**src/rtl/mem_arbiter_if.sv**
```systemverilog
// Request/response bundle for mem_arbiter: fetch port, data port, memory port and busy flag.
// The arbiter uses the slave modport; whatever drives requests and models memory uses master.
interface mem_arbiter_if #(
    parameter int unsigned WIDTH = 32,
    parameter int unsigned ADDR  = 10
);
    // Fetch port
    logic             if_req;
    logic [ADDR-1:0]  if_addr;
    logic             if_gnt;
    logic             if_rvalid;
    logic [WIDTH-1:0] if_rdata;
    logic             if_flush;

    // Data port
    logic             d_req;
    logic             d_we;
    logic [ADDR-1:0]  d_addr;
    logic [WIDTH-1:0] d_wdata;
    logic             d_gnt;
    logic             d_rvalid;
    logic [WIDTH-1:0] d_rdata;

    // Single-port memory
    logic             mem_en;
    logic             mem_we;
    logic [ADDR-1:0]  mem_addr;
    logic [WIDTH-1:0] mem_wdata;
    logic [WIDTH-1:0] mem_rdata;

    logic             busy;

    modport master (
        output if_req, if_addr, if_flush,
        output d_req, d_we, d_addr, d_wdata,
        output mem_rdata,
        input  if_gnt, if_rvalid, if_rdata,
        input  d_gnt, d_rvalid, d_rdata,
        input  mem_en, mem_we, mem_addr, mem_wdata,
        input  busy
    );

    modport slave (
        input  if_req, if_addr, if_flush,
        input  d_req, d_we, d_addr, d_wdata,
        input  mem_rdata,
        output if_gnt, if_rvalid, if_rdata,
        output d_gnt, d_rvalid, d_rdata,
        output mem_en, mem_we, mem_addr, mem_wdata,
        output busy
    );
endinterface

```
**src/rtl/mem_arbiter.sv**
```systemverilog
// Round-robin arbiter sharing one pipelined single-port memory between a fetch and a data port.
// Each grant is tracked by an LAT-deep owner pipeline that routes the read data back.
module mem_arbiter #(
    parameter int unsigned WIDTH = 32,
    parameter int unsigned ADDR  = 10,
    parameter int unsigned LAT   = 1
) (
    input logic          clk,
    input logic          reset,
    mem_arbiter_if.slave bus
);

    typedef enum logic {
        PortIf   = 1'b0,
        PortData = 1'b1
    } port_e;

    // Stages 1..LAT-1 of the owner pipeline; the final stage is excluded from busy.
    localparam logic [LAT-1:0] BusyMask = LAT'((32'd1 << (LAT - 1)) - 32'd1);

    port_e          last_grant_q, last_grant_d;
    logic           gnt_if, gnt_d;
    logic           new_vld;

    // Bit k holds the entry granted k+1 cycles ago; bit LAT-1 is the response stage.
    logic [LAT-1:0] vld_q, vld_d;
    logic [LAT-1:0] dat_q, dat_d;
    logic [LAT-1:0] st_q, st_d;
    logic [LAT-1:0] flush_kill;

    // Grant selection
    always_comb begin
        gnt_if = 1'b0;
        gnt_d  = 1'b0;
        if (!reset) begin
            if (bus.if_req && bus.d_req) begin
                if (last_grant_q == PortData) begin
                    gnt_if = 1'b1;
                end else begin
                    gnt_d = 1'b1;
                end
            end else begin
                gnt_if = bus.if_req;
                gnt_d  = bus.d_req;
            end
        end
    end

    always_comb begin
        last_grant_d = last_grant_q;
        if (gnt_if) begin
            last_grant_d = PortIf;
        end else if (gnt_d) begin
            last_grant_d = PortData;
        end
    end

    // Memory request mux
    always_comb begin
        bus.mem_en    = gnt_if | gnt_d;
        bus.mem_we    = gnt_d & bus.d_we;
        bus.mem_addr  = gnt_d ? bus.d_addr : bus.if_addr;
        bus.mem_wdata = bus.d_wdata;
        bus.if_gnt    = gnt_if;
        bus.d_gnt     = gnt_d;
    end

    // A fetch granted in a flush cycle still reads memory but never enters as valid.
    always_comb begin
        new_vld    = (gnt_if && !bus.if_flush) || gnt_d;
        flush_kill = {LAT{bus.if_flush}} & ~dat_q;
        vld_d      = ((vld_q & ~flush_kill) << 1) | LAT'(new_vld);
        dat_d      = (dat_q << 1) | LAT'(gnt_d);
        st_d       = (st_q << 1) | LAT'(gnt_d && bus.d_we);
    end

    always_ff @(posedge clk) begin
        if (reset) begin
            last_grant_q <= PortData;
            vld_q        <= '0;
            dat_q        <= '0;
            st_q         <= '0;
        end else begin
            last_grant_q <= last_grant_d;
            vld_q        <= vld_d;
            dat_q        <= dat_d;
            st_q         <= st_d;
        end
    end

    // Responses come straight from the memory read port.
    always_comb begin
        bus.if_rvalid = !reset && vld_q[LAT-1] && !dat_q[LAT-1];
        bus.d_rvalid  = !reset && vld_q[LAT-1] && dat_q[LAT-1];
        bus.if_rdata  = bus.mem_rdata;
        bus.d_rdata   = bus.mem_rdata;
        bus.busy      = !reset && (bus.mem_en || (|(vld_q & BusyMask)));
    end

endmodule

```
**src/flat_wrapper.sv**
```systemverilog
// flat-port wrapper written by rule: the top's interface ports become plain ports
module mem_arbiter_flat 
#(
    parameter int unsigned WIDTH = 32,
    parameter int unsigned ADDR  = 10,
    parameter int unsigned LAT   = 1
)
  (clk, reset, bus_if_req, bus_if_addr, bus_if_flush, bus_d_req, bus_d_we, bus_d_addr, bus_d_wdata, bus_mem_rdata, bus_if_gnt, bus_if_rvalid, bus_if_rdata, bus_d_gnt, bus_d_rvalid, bus_d_rdata, bus_mem_en, bus_mem_we, bus_mem_addr, bus_mem_wdata, bus_busy);
  mem_arbiter_if #(.WIDTH(WIDTH), .ADDR(ADDR)) bus_i ();
  input logic clk;
  input logic reset;
  input wire logic [$bits(bus_i.if_req)-1:0] bus_if_req;
  input wire logic [$bits(bus_i.if_addr)-1:0] bus_if_addr;
  input wire logic [$bits(bus_i.if_flush)-1:0] bus_if_flush;
  input wire logic [$bits(bus_i.d_req)-1:0] bus_d_req;
  input wire logic [$bits(bus_i.d_we)-1:0] bus_d_we;
  input wire logic [$bits(bus_i.d_addr)-1:0] bus_d_addr;
  input wire logic [$bits(bus_i.d_wdata)-1:0] bus_d_wdata;
  input wire logic [$bits(bus_i.mem_rdata)-1:0] bus_mem_rdata;
  output wire logic [$bits(bus_i.if_gnt)-1:0] bus_if_gnt;
  output wire logic [$bits(bus_i.if_rvalid)-1:0] bus_if_rvalid;
  output wire logic [$bits(bus_i.if_rdata)-1:0] bus_if_rdata;
  output wire logic [$bits(bus_i.d_gnt)-1:0] bus_d_gnt;
  output wire logic [$bits(bus_i.d_rvalid)-1:0] bus_d_rvalid;
  output wire logic [$bits(bus_i.d_rdata)-1:0] bus_d_rdata;
  output wire logic [$bits(bus_i.mem_en)-1:0] bus_mem_en;
  output wire logic [$bits(bus_i.mem_we)-1:0] bus_mem_we;
  output wire logic [$bits(bus_i.mem_addr)-1:0] bus_mem_addr;
  output wire logic [$bits(bus_i.mem_wdata)-1:0] bus_mem_wdata;
  output wire logic [$bits(bus_i.busy)-1:0] bus_busy;
  assign bus_i.if_req = bus_if_req;
  assign bus_i.if_addr = bus_if_addr;
  assign bus_i.if_flush = bus_if_flush;
  assign bus_i.d_req = bus_d_req;
  assign bus_i.d_we = bus_d_we;
  assign bus_i.d_addr = bus_d_addr;
  assign bus_i.d_wdata = bus_d_wdata;
  assign bus_i.mem_rdata = bus_mem_rdata;
  assign bus_if_gnt = bus_i.if_gnt;
  assign bus_if_rvalid = bus_i.if_rvalid;
  assign bus_if_rdata = bus_i.if_rdata;
  assign bus_d_gnt = bus_i.d_gnt;
  assign bus_d_rvalid = bus_i.d_rvalid;
  assign bus_d_rdata = bus_i.d_rdata;
  assign bus_mem_en = bus_i.mem_en;
  assign bus_mem_we = bus_i.mem_we;
  assign bus_mem_addr = bus_i.mem_addr;
  assign bus_mem_wdata = bus_i.mem_wdata;
  assign bus_busy = bus_i.busy;
  mem_arbiter #(.WIDTH(WIDTH), .ADDR(ADDR), .LAT(LAT)) u_core (.clk(clk), .reset(reset), .bus(bus_i));
endmodule
```
**config.mk**
```make
export PLATFORM = sky130hd
export DESIGN_NAME = mem_arbiter_flat
export DESIGN_NICKNAME = d
export VERILOG_FILES = /design/src/rtl/mem_arbiter_if.sv /design/src/rtl/mem_arbiter.sv /design/src/flat_wrapper.sv
export SDC_FILE = /design/constraint.sdc
export NUM_CORES = 1
export LEC_CHECK = 0
export ABC_AREA = 0
export BUFFER_PORTS_ARGS = -buffer_cell sky130_fd_sc_hd__buf_4
export CAP_MARGIN = 20
export CORE_AREA = 2 2 79 81
export CTS_CLUSTER_SIZE = 16
export DETAILED_ROUTE_END_ITERATION = 16
export DIE_AREA = 0 0 81 83
export HOLD_SLACK_MARGIN = 0.08
export PLACE_DENSITY_LB_ADDON = 0.25
export SETUP_SLACK_MARGIN = 0.3
export SYNTH_ARGS = -nofsm -noshare
export SYNTH_HDL_FRONTEND = slang
export SYNTH_SLANG_ARGS = --single-unit
```
**constraint.sdc**
```tcl
create_clock -name clk -period 3 [get_ports clk]
set_clock_uncertainty 0.05 [all_clocks]
set_input_delay 0.15 -clock clk [delete_from_list [all_inputs] [get_ports clk]]
set_output_delay 0.15 -clock clk [all_outputs]
set_load 0.05 [all_outputs]
```
==> load_flow_metrics.sql, run 1 <==
INSERT INTO impl_metrics (metric_group, metric, value, unit) VALUES
('cts', 'clock_root_cell', 'sky130_fd_sc_hd__clkbuf_8', ''),
('grt', 'antenna_found_initial', '0', ''),
('logic_synthesis', 'yosysSeqAreaShare', '5.69', '%'),
('floorplanning', 'fp.dieArea', '6720', 'um2'),
('worst_setup_path', 'r2r_start', 'u_core.last_grant_q$_SDFFE_PP1P_', ''),
('pwr', 'cell_internal_pwr', '0.193', 'mW'),
('routing', 'drc', '0', ''),
('placement', 'detail_placement_hpwl', '1.56', 'mm'),
('pwr', 'comb_power_share', '46.3', '%'),
('worst_hold_path', 'worst_hold_startpoint', 'bus_if_req', ''),
('cts', 'clock-sinks', '3', ''),
('grt', 'global_route.overflow_total', '0', ''),
('worst_setup_path', 'type_of_element_launching_the_critical_path', 'flop', ''),
('cts', 'clock_latency', '210', 'ps'),
('cts', 'tritoncts', 'yes', ''),
('worst_setup_path', 'r2r_slack', '2170', 'ps'),
('timing', 'worst-slew-pin-transition', '429', 'ps'),
('flow_run', 'maxCapViolCount', '0', ''),
('timing', 'finalHoldViolCount', '0', ''),
('timing', 'share_of_the_clock_period_used_by_the_worst_path_after_layout', '62.8', '%'),
('floorplanning', 'floorplan.die.width', '81', 'um'),
('timing', 'achievable-frequency', '0.531', 'GHz'),
('pwr', 'cellLeakagePower', '0.365', 'nW'),
('timing', 'setup_viol', '0', ''),
('grt', 'track_usage', '4.75', '%'),
('worst_setup_path', 'crit_path_max_incr_delay', '390', 'ps'),
('logic_synthesis', 'count_of_state_elements_after_synthesis', '3', ''),
('cts', 'cts_setup_buffers', '0', ''),
('worst_hold_path', 'timing.hold.worst_path_depth', '2', ''),
('routing', 'route.detailed.vias_per_inst', '3.09', ''),
('worst_setup_path', 'rr_worst_depth', '3', ''),
('worst_hold_path', 'min_to', 'u_core.last_grant_q$_SDFFE_PP1P_', ''),
('worst_setup_path', 'required', '2800', 'ps'),
('routing', 'num_vias', '460', ''),
('timing', 'grt_setup_unrepaired', 'false', ''),
('timing', 'period_minus_slack', '1880', 'ps'),
('final_layout', 'final_layout_size_suffix_gt1_share', '77.0', '%'),
('worst_setup_path', 'cp_cell_sequence', 'a21bo_4 > nor2_4 > mux2_2 > buf_4', ''),
('timing', 'finalSetupTns', '0', 'ps'),
('worst_setup_path', 'timing.critical_path.max_delay_family', 'multiplexers', ''),
('worst_setup_path', 'critical_path.slowest_cell', 'sky130_fd_sc_hd__mux2_2', ''),
('worst_setup_path', 'critical_path.reg2reg.endpoint', 'u_core.last_grant_q$_SDFFE_PP1P_', ''),
('pwr', 'switching_share', '35.1', '%'),
('placement', 'gp_congestion', '0.558', ''),
('worst_setup_path', 'cp.buffers_inverters', '1', ''),
('routing', 'wire_per_inst', '12.5', 'um'),
('worst_setup_path', 'worst_setup_path_startpoint', 'u_core.last_grant_q$_SDFFE_PP1P_', ''),
('run_status', 'outcome', 'complete, no violations', ''),
('placement', 'dpl-instance-area', '713', 'um2'),
('timing', 'final-max-slew-violation-count', '0', ''),
('pwr', 'power.net_switching', '0.104', 'mW'),
('cts', 'clockBufferDepth', '2', ''),
('routing', 'drt_iter0_markers', '0', ''),
('floorplanning', 'core_region_area', '5820', 'um2'),
('logic_synthesis', 'synth_area_per_cell', '8.38', 'um2'),
('pwr', 'sequentialPowerShare', '14.9', '%'),
('final_layout', 'stdcell_area', '758', 'um2'),
('final_layout', 'final_net_count', '165', ''),
('floorplanning', 'die_h', '83', 'um'),
('timing', 'slew-limit-headroom', '71.4', '%'),
('pwr', 'peakVddDrop', '108', 'uV'),
('pwr', 'clock_power_share', '38.9', '%'),
('grt', 'first_global_vias', '503', ''),
('cts', 'path_clk_slew', '30', 'ps'),
('worst_hold_path', 'timing.hold.worst.class', 'in -> reg', ''),
('final_layout', 'n_antenna_cell', '0', ''),
('cts', 'clock_buffers_created_by_tritoncts', '3', ''),
('worst_setup_path', 'crit_fanout', '11', ''),
('final_layout', 'area_delta_synth_final', '-28.2', '%'),
('cts', 'cts_hold_repair.buffers', '0', ''),
('floorplanning', 'std_cell_rows', '28', '');
## placed cells by master, fill, tap and decap left out
cell	synthesis	routed
sky130_fd_sc_hd__buf_4	96	42
sky130_fd_sc_hd__mux2_4	9	9
sky130_fd_sc_hd__nor2_1	4	4
sky130_fd_sc_hd__clkbuf_8	0	3
sky130_fd_sc_hd__dfxtp_1	3	3
sky130_fd_sc_hd__a21oi_1	2	2
sky130_fd_sc_hd__nor3b_1	2	2
sky130_fd_sc_hd__a21bo_4	1	1
sky130_fd_sc_hd__nor2_4	1	1
sky130_fd_sc_hd__inv_1	1	1
sky130_fd_sc_hd__and2_1	1	1
sky130_fd_sc_hd__mux2_2	1	1
sky130_fd_sc_hd__and3b_1	1	1
sky130_fd_sc_hd__o21ai_0	1	1
sky130_fd_sc_hd__nand2b_1	1	1
sky130_fd_sc_hd__clkbuf_1	0	1
## power groups by stage
stage               clock, mW  sequential (mW)  combinational [mW]
finish                  0.116           0.0443               0.138
floorplan                   0           0.0445               0.437
detailed placement          0           0.0449               0.139
global route            0.126           0.0446               0.145
global placement            0           0.0447               0.139
CTS                     0.120           0.0444               0.139
## cell usage after synthesis
| cell type | instances | area [um2] |
|---|---|---|
| sky130_fd_sc_hd__buf_4 | 96 | 721 |
| sky130_fd_sc_hd__mux2_4 | 9 | 135 |
| sky130_fd_sc_hd__nor2_1 | 4 | 15.0 |
| sky130_fd_sc_hd__dfxtp_1 | 3 | 60.1 |
| sky130_fd_sc_hd__a21oi_1 | 2 | 10.0 |
| sky130_fd_sc_hd__nor3b_1 | 2 | 15.0 |
| sky130_fd_sc_hd__a21bo_4 | 1 | 16.3 |
| sky130_fd_sc_hd__and2_1 | 1 | 6.26 |
| sky130_fd_sc_hd__and3b_1 | 1 | 8.76 |
| sky130_fd_sc_hd__buf_12 | 1 | 20.0 |
| sky130_fd_sc_hd__buf_6 | 1 | 11.3 |
| sky130_fd_sc_hd__inv_1 | 1 | 3.75 |
| sky130_fd_sc_hd__mux2_2 | 1 | 11.3 |
| sky130_fd_sc_hd__nand2b_1 | 1 | 6.26 |
| sky130_fd_sc_hd__nor2_4 | 1 | 11.3 |
| sky130_fd_sc_hd__o21ai_0 | 1 | 5.00 |
## through the flow
| stage | setup WS [ps] | hold slack, ps | power (mW) | instances | util [%] |
|---|---|---|---|---|---|
| 2_1_floorplan | 1110 | 200 | 0.481 | 126 | - |
| 3_3_place_gp | 1380 | 250 | 0.183 | 145 | 12.3 |
| 3_5_place_dp | 1330 | 250 | 0.184 | 145 | 12.3 |
| 4_1_cts | 1100 | 121 | 0.304 | 149 | 13.0 |
| 5_1_grt | 1050 | 138 | 0.316 | 149 | 13.0 |
| 6_report | 1120 | 123 | 0.298 | 149 | 13.0 |
## worst max path at each step
stage / cells past startpoint / slack, ps / to
finish: 4 / 1120 / bus_mem_addr[9]
global route: 4 / 1050 / bus_mem_addr[9]
CTS: 4 / 1100 / bus_mem_addr[9]
detailed placement: 4 / 1330 / bus_mem_addr[9]
global placement: 4 / 1380 / bus_mem_addr[9]
floorplan: 2 / 1110 / bus_mem_we
## logic make-up (layout without fill, tap and decap cells)
kind of cell / after synthesis / in the layout / synth area share, %
simple gates: 10 / 10 / 5.92
flops: 3 / 3 / 5.69
buf+inv: 99 / 47 / 71.6
mux: 10 / 10 / 13.9
compound gates: 4 / 4 / 2.96
## worst register-to-register path: stages, from the launching register on
cell and delay, ps:
sky130_fd_sc_hd__dfxtp_1 340, sky130_fd_sc_hd__inv_1 60, sky130_fd_sc_hd__a21oi_1 160, sky130_fd_sc_hd__o21ai_0 100
## state kept, by name (all words and copies together) (netlist names)
register,flops
u_core.dat_q,1
u_core.last_grant_q,1
u_core.vld_q,1
## per-layer routing
metal / global-route usage, % / up-vias / part of all wire, %
met3: 2.50 / 31 / 22
li1: - / 191 / -
met1: 3.47 / 175 / 24
met4: 7.70 / 0 / 11
met5: 0 / - / 0
met2: 6.76 / 63 / 43
## area by class of cell
| class | instances | area (um2) |
|---|---|---|
| inverters | 1 | 3.75 |
| well taps | 75 | 93.8 |
| repair buffers | 42 | 315 |
| flip-flops and latches | 3 | 60.1 |
| clock buffers | 4 | 45.0 |
| fillers | 684 | 5060 |
| multi-input cells | 24 | 240 |
Note: power is estimated with default switching activity, not from simulation.
==> run 2: changes to the inputs <==
CORE_AREA = 2 2 78 80   (was 2 2 79 81)
DIE_AREA = 0 0 80 82   (was 0 0 81 83)
clock period = 1.5 ns   (was 3 ns; I/O delays follow)
==> run 2 against run 1 <==
Against the previous run:
- the flow now finishes with violations (negative setup slack)
- largest cell class unchanged
- sequential power is 100% higher
- sequential cell count did not move
- first-iteration DRC count grew 21
- via count up 11%
==> load_flow_metrics.sql, run 2 (synthesis gave the netlist of run 1 again) <==
INSERT INTO impl_metrics (metric_group, metric, value, unit) VALUES
('routing', 'drt.antenna.violating_nets', '0', ''),
('final_layout', 'layout_common_cells', 'sky130_fd_sc_hd__buf_4 (34), sky130_fd_sc_hd__buf_6 (11), sky130_fd_sc_hd__mux2_4 (10)', ''),
('placement', 'detail_placement_hpwl', '1.52', 'mm'),
('grt', 'first_global_vias', '484', ''),
('placement', 'port_buffers', '42', ''),
('grt', 'global_route.overflow_total', '0', ''),
('timing', 'slew-limit-headroom', '86.4', '%'),
('grt', 'track_usage', '5.14', '%'),
('final_layout', 'fin_cells', '158', ''),
('floorplanning', 'ioPinCount', '203', ''),
('worst_setup_path', 'worst_setup_path_startpoint', 'u_core.last_grant_q$_SDFFE_PP1P_', ''),
('floorplanning', 'die_h', '82', 'um'),
('cts', 'clock_root_cell', 'sky130_fd_sc_hd__clkbuf_8', ''),
('worst_hold_path', 'timing.hold.worst.class', 'in -> reg', ''),
('run_status', 'violated_checks', 'negative setup slack', ''),
('worst_setup_path', 'type_of_element_launching_the_critical_path', 'flop', ''),
('timing', 'finalHoldViolCount', '0', ''),
('cts', 'clock_latency', '220', 'ps'),
('timing', 'grt_setup_unrepaired', 'true', ''),
('flow_run', 'maxCapViolCount', '0', ''),
('worst_setup_path', 'setup.worst_path.end_class', 'output port', ''),
('worst_setup_path', 'critical_path.reg2reg.endpoint', 'u_core.vld_q$_SDFF_PP0_', ''),
('pwr', 'cell_area_power_density', '708', 'nW/um2'),
('worst_setup_path', 'required', '1370', 'ps'),
('floorplanning', 'floorplan.die.width', '80', 'um'),
('final_layout', 'post-route-util', '16.3', '%'),
('final_layout', 'area.sequential', '61.3', 'um2'),
('routing', 'drc', '0', ''),
('placement', 'place_worst_setup_slack', '91.7', 'ps'),
('final_layout', 'layout.filler_cells', '647', ''),
('worst_setup_path', 'crit_arrival', '1460', 'ps'),
('placement', 'gp_congestion', '0.598', ''),
('worst_setup_path', 'critPathKind', 'reg -> out', ''),
('worst_setup_path', 'r2r_slack', '400', 'ps'),
('timing', 'hold_ws', '88.7', 'ps'),
('placement', 'dp_cells', '147', ''),
('floorplanning', 'std_cell_rows', '28', ''),
('timing', 'fin_ws', '-83.7', 'ps'),
('timing', 'worst-slew-pin-transition', '203', 'ps'),
('timing', 'achievable-frequency', '0.631', 'GHz'),
('grt', 'largest_net_degree_at_the_start_of_global_routing', '11', ''),
('pwr', 'cellLeakagePower', '0.443', 'nW'),
('timing', 'share_of_the_clock_period_used_by_the_worst_path_after_layout', '106', '%'),
('cts', 'clock-sinks', '3', ''),
('cts', 'clock_buffers_created_by_tritoncts', '3', ''),
('final_layout', 'final_layout_size_suffix_gt1_share', '83.1', '%'),
('final_layout', 'area_occupied_by_multi_input_gates', '267', 'um2'),
('final_layout', 'area_delta_synth_final', '-11.5', '%'),
('final_layout', 'biggestRegsByFlops', 'u_core.dat_q x1, u_core.last_grant_q x1, u_core.vld_q x1', ''),
('final_layout', 'most_common_cell_after_layout_fill_and_taps_aside', 'sky130_fd_sc_hd__buf_4', ''),
('run_status', 'outcome', 'finished with violations', ''),
('grt', 'grt_first_pass_wirelength', '2.42', 'mm'),
('floorplanning', 'fp.dieArea', '6560', 'um2'),
('cts', 'tritoncts', 'yes', ''),
('routing', 'routed_wl', '1.90', 'mm'),
('final_layout', 'n_antenna_cell', '0', ''),
('pwr', 'peakVddDrop', '156', 'uV'),
('routing', 'num_vias', '510', ''),
('routing', 'drt_iter0_markers', '21', ''),
('worst_setup_path', 'rr_worst_depth', '5', ''),
('worst_setup_path', 'r2r_start', 'u_core.last_grant_q$_SDFFE_PP1P_', ''),
('floorplanning', 'core_region_area', '5750', 'um2'),
('cts', 'cts_htree_levels', '1', ''),
('grt', 'antenna_found_initial', '0', ''),
('timing', 'setup_viol', '10', ''),
('routing', 'detail_route.first_pass.iterations', '3', ''),
('cts', 'path_clk_slew', '30', 'ps'),
('pwr', 'design_power_total', '0.661', 'mW'),
('floorplanning', 'floorplan.initialDensity', '18.4', '%'),
('routing', 'route.detailed.vias_per_inst', '3.23', ''),
('worst_setup_path', 'crit_fanout', '10', ''),
('timing', 'period_minus_slack', '1580', 'ps'),
('worst_setup_path', 'endpoint', 'bus_mem_addr[0]', ''),
('routing', 'wire_per_inst', '12.0', 'um'),
('final_layout', 'final_net_count', '174', ''),
('cts', 'clockBufferDepth', '2', ''),
('timing', 'final-max-slew-violation-count', '0', '');
run 2: power by group:
part,total [mW],internal [mW],leakage [nW],switching [mW]
Sequential,0.0890,0.0864,0.0247,0.00264
Clock,0.237,0.181,0.0228,0.0555
Combinational,0.335,0.166,0.396,0.170
run 2: repair_timing:
item,in CTS,in global routing
pin swaps,1,2
hold buffers,2,0
buffers inserted,4,1
endpoints found under the setup margin,13,13
hold endpoints to repair,2,0
gates resized for setup,19,3
run 2: final cells by class:
class,count,share of cell area (%)
Multi-Input combinational cell,24,28.5
Timing Repair Buffer,51,49.7
Sequential cell,3,6.56
Tap cell,75,10.0
Inverter,1,0.402
Clock buffer,4,4.82
run 2: routing by layer:
metal | up-vias | share of wire [%] | global-route usage, %
li1 | 209 | - | -
met1 | 199 | 21 | 3.19
met2 | 71 | 42 | 7.58
met3 | 31 | 25 | 3.74
met4 | 0 | 11 | 8.47
met5 | - | 0 | 0
run 2: critical path: stages, from the launching register on:
cell and delay, ps:
sky130_fd_sc_hd__dfxtp_2 310, sky130_fd_sc_hd__a21bo_4 210, sky130_fd_sc_hd__nor2_4 110, sky130_fd_sc_hd__buf_12 150
sky130_fd_sc_hd__mux2_4 300, sky130_fd_sc_hd__buf_6 150
run 2: worst min path at each step:
stage | end | from | slack (ps) | cells after the start
floorplan | u_core.last_grant_q$_SDFFE_PP1P_ | bus_if_req | 130 | 1
global placement | bus_mem_wdata[15] | bus_d_wdata[15] | 100 | 0
detailed placement | bus_mem_wdata[15] | bus_d_wdata[15] | 100 | 0
CTS | u_core.last_grant_q$_SDFFE_PP1P_ | bus_d_req | 80 | 3
global route | bus_mem_wdata[14] | bus_d_wdata[14] | 100 | 0
finish | u_core.vld_q$_SDFF_PP0_ | reset | 90 | 2
run 2: through the flow:
step / instance area, um2 / setup TNS [ps]
5_1_grt: 935 / -1290
2_1_floorplan: 1070 / 0
4_1_cts: 917 / -865
3_3_place_gp: 751 / 0
3_5_place_dp: 751 / 0
6_report: 935 / -778
==> run 3: changes to the inputs <==
CELL_PAD_IN_SITES_DETAIL_PLACEMENT = 1   (was default)
CELL_PAD_IN_SITES_GLOBAL_PLACEMENT = 2   (was default)
CORE_AREA = default   (was 2 2 78 80)
CORE_ASPECT_RATIO = 0.9   (was default)
CORE_MARGIN = 1.5   (was default)
CORE_UTILIZATION = 10   (was default)
DIE_AREA = default   (was 0 0 80 82)
==> run 3 against run 2 <==
Against the previous run:
- the flow still finishes with violations (negative setup slack)
- non-clock buffer count unchanged
- routed wire length is 4.5% higher
- fmax decreased by 2.2%
- power rose by 29%
- global-route usage decreased by 1.7 points
- first-iteration DRC count shrank 81%
- worst setup slack worse by 36 ps
- sequential share of layout area is 0.61 points lower
- critical path type unchanged
==> load_flow_metrics.sql, run 3 (synthesis gave the netlist of run 1 again) <==
INSERT INTO impl_metrics (metric_group, metric, value, unit) VALUES
('grt', 'largest_net_degree_at_the_start_of_global_routing', '10', ''),
('timing', 'fin_ws', '-120', 'ps'),
('floorplanning', 'floorplan.die.width', '111', 'um'),
('pwr', 'power.net_switching', '0.250', 'mW'),
('final_layout', 'n_antenna_cell', '0', ''),
('pwr', 'cell_internal_pwr', '0.603', 'mW'),
('run_status', 'outcome', 'finished with violations', ''),
('worst_setup_path', 'crit_path_max_incr_delay', '310', 'ps'),
('floorplanning', 'std_cell_rows', '35', ''),
('placement', 'port_buffers', '42', ''),
('floorplanning', 'floorplan.initialDensity', '10.3', '%'),
('routing', 'route.detailed.vias_per_inst', '2.38', ''),
('pwr', 'comb_power_share', '39.6', '%'),
('grt', 'global_route.overflow_total', '0', ''),
('pwr', 'peakVddDrop', '247', 'uV'),
('timing', 'final-max-slew-violation-count', '0', ''),
('routing', 'drc', '0', ''),
('worst_setup_path', 'critical_path.slowest_cell', 'sky130_fd_sc_hd__dfxtp_2', ''),
('worst_setup_path', 'cp_cell_sequence', 'a21bo_4 > nor2_4 > buf_12 > mux2_4 > buf_6', ''),
('routing', 'drt.antenna.violating_nets', '0', ''),
('timing', 'worst-slew-pin-transition', '155', 'ps'),
('placement', 'dp_cells', '202', ''),
('pwr', 'sequentialPowerShare', '10.5', '%'),
('pwr', 'switching_share', '29.4', '%'),
('final_layout', 'stdcell_area', '1030', 'um2'),
('worst_setup_path', 'timing.critical_path.max_delay_family', 'flip-flops', ''),
('floorplanning', 'fp.dieArea', '11200', 'um2'),
('routing', 'drt_iter0_markers', '4', ''),
('cts', 'clock_root_cell', 'sky130_fd_sc_hd__clkbuf_16', ''),
('worst_setup_path', 'r2r_slack', '550', 'ps'),
('final_layout', 'area_delta_synth_final', '-2.37', '%'),
('routing', 'routed_wl', '1.99', 'mm'),
('grt', 'track_usage', '3.41', '%'),
('flow_run', 'maxCapViolCount', '0', ''),
('floorplanning', 'core_region_area', '10200', 'um2'),
('placement', 'dpl-instance-area', '826', 'um2'),
('final_layout', 'area.sequential', '61.3', 'um2'),
('cts', 'path_clk_slew', '30', 'ps'),
('routing', 'detail_route.first_pass.iterations', '2', ''),
('final_layout', 'fin_cells', '212', ''),
('routing', 'num_vias', '505', ''),
('worst_hold_path', 'min_to', 'u_core.dat_q$_SDFF_PP0_', ''),
('worst_setup_path', 'crit_arrival', '1500', 'ps'),
('routing', 'wire_per_inst', '9.38', 'um'),
('pwr', 'cellLeakagePower', '0.455', 'nW'),
('placement', 'place_worst_setup_slack', '45.6', 'ps'),
('cts', 'tritoncts', 'yes', ''),
('worst_setup_path', 'required', '1370', 'ps'),
('timing', 'hold_ws', '74.3', 'ps'),
('cts', 'clock_latency', '220', 'ps'),
('cts', 'clockBufferDepth', '2', ''),
('worst_setup_path', 'crit_fanout', '7', ''),
('worst_hold_path', 'timing.hold.worst_path_depth', '2', ''),
('timing', 'grt_setup_unrepaired', 'true', ''),
('worst_setup_path', 'critPathKind', 'reg -> out', ''),
('final_layout', 'layout_common_cells', 'sky130_fd_sc_hd__buf_4 (34), sky130_fd_sc_hd__buf_6 (12), sky130_fd_sc_hd__mux2_4 (10)', ''),
('grt', 'antenna_found_initial', '0', ''),
('placement', 'detail_placement_hpwl', '1.62', 'mm'),
('worst_setup_path', 'rr_worst_depth', '5', ''),
('worst_hold_path', 'timing.hold.worst.class', 'in -> reg', ''),
('final_layout', 'final_net_count', '174', ''),
('placement', 'gp_congestion', '0.652', ''),
('grt', 'grt_first_pass_wirelength', '2.98', 'mm'),
('worst_setup_path', 'worst_setup_path_startpoint', 'u_core.last_grant_q$_SDFFE_PP1P_', ''),
('floorplanning', 'ioPinCount', '203', ''),
('cts', 'cts_htree_levels', '1', ''),
('grt', 'first_global_vias', '613', ''),
('timing', 'period_minus_slack', '1620', 'ps'),
('timing', 'finalHoldViolCount', '0', ''),
('cts', 'clock-sinks', '3', ''),
('final_layout', 'most_common_cell_after_layout_fill_and_taps_aside', 'sky130_fd_sc_hd__buf_4', ''),
('final_layout', 'biggestRegsByFlops', 'u_core.dat_q x1, u_core.last_grant_q x1, u_core.vld_q x1', ''),
('worst_setup_path', 'type_of_element_launching_the_critical_path', 'flop', ''),
('final_layout', 'final_layout_size_suffix_gt1_share', '85.5', '%'),
('pwr', 'cell_area_power_density', '827', 'nW/um2'),
('worst_setup_path', 'critical_path.reg2reg.endpoint', 'u_core.last_grant_q$_SDFFE_PP1P_', ''),
('worst_setup_path', 'cp.buffers_inverters', '2', ''),
('floorplanning', 'die_h', '100', 'um'),
('worst_setup_path', 'r2r_start', 'u_core.last_grant_q$_SDFFE_PP1P_', ''),
('final_layout', 'area_occupied_by_multi_input_gates', '260', 'um2'),
('timing', 'setup_viol', '10', ''),
('final_layout', 'layout.filler_cells', '1209', ''),
('pwr', 'clock_power_share', '49.9', '%'),
('worst_hold_path', 'worst_hold_startpoint', 'reset', ''),
('run_status', 'violated_checks', 'negative setup slack', ''),
('cts', 'clock_buffers_created_by_tritoncts', '3', ''),
('timing', 'slew-limit-headroom', '89.6', '%'),
('timing', 'share_of_the_clock_period_used_by_the_worst_path_after_layout', '108', '%'),
('worst_setup_path', 'setup.worst_path.end_class', 'output port', ''),
('timing', 'achievable-frequency', '0.617', 'GHz');
run 3: cell types whose count changed in the layout (fill, tap and decap cells not counted):
cell,previous run,this run
sky130_fd_sc_hd__clkbuf_16,0,3
sky130_fd_sc_hd__dlygate4sd3_1,2,1
sky130_fd_sc_hd__inv_2,0,1
sky130_fd_sc_hd__buf_6,11,12
sky130_fd_sc_hd__nor3b_2,1,2
sky130_fd_sc_hd__nor3b_4,1,0
sky130_fd_sc_hd__clkbuf_8,3,0
sky130_fd_sc_hd__inv_1,1,0
run 3: stage by stage:
| stage | TNS (ps) | utilization (%) | power, mW |
|---|---|---|---|
| floorplan | 0 | - | 0.965 |
| global placement | 0 | 8.06 | 0.383 |
| detailed placement | 0 | 8.06 | 0.387 |
| CTS | -1510 | 9.74 | 0.853 |
| global route | -1650 | 10.1 | 0.887 |
| finish | -1110 | 10.1 | 0.853 |
run 3: worst max-delay path by stage:
stage / endpoint / slack, ps / depth (start not counted)
2_1_floorplan: bus_mem_we / 170 / 2
3_3_place_gp: bus_mem_addr[4] / 80 / 5
3_5_place_dp: bus_mem_addr[1] / 50 / 5
4_1_cts: bus_mem_addr[0] / -160 / 5
5_1_grt: bus_mem_addr[2] / -170 / 5
6_report: bus_mem_addr[2] / -120 / 5
run 3: area by class of cell:
type | count | area share, %
sequential | 3 | 5.95
tap | 129 | 15.7
timing repair buffer | 51 | 45.1
multi-input combinational | 24 | 25.2
inverter | 1 | 0.364
clock buffer | 4 | 7.65
run 3: power by group through the flow:
| stage | Sequential (mW) | Clock [mW] | Combinational [mW] |
|---|---|---|---|
| floorplan | 0.0892 | 0 | 0.875 |
| global placement | 0.0896 | 0 | 0.293 |
| detailed placement | 0.0901 | 0 | 0.297 |
| CTS | 0.0894 | 0.432 | 0.331 |
| global route | 0.0902 | 0.443 | 0.354 |
| finish | 0.0893 | 0.426 | 0.338 |
run 3: repair_timing:
item                                    in CTS  in global routing
buffers inserted                             2                  3
endpoints found under the hold margin        1                  0
endpoints found under the setup margin      13                 13
hold buffers                                 1                  0
resized for setup                           19                  4
pin swaps                                    2                  3
run 3: routing by layer:
metal	up-vias	GRT usage, %	part of all wire [%]
li1	209	-	-
met1	229	2.61	26
met2	44	5.57	53
met3	23	2.22	15
met4	0	3.80	5.8
met5	-	0	0
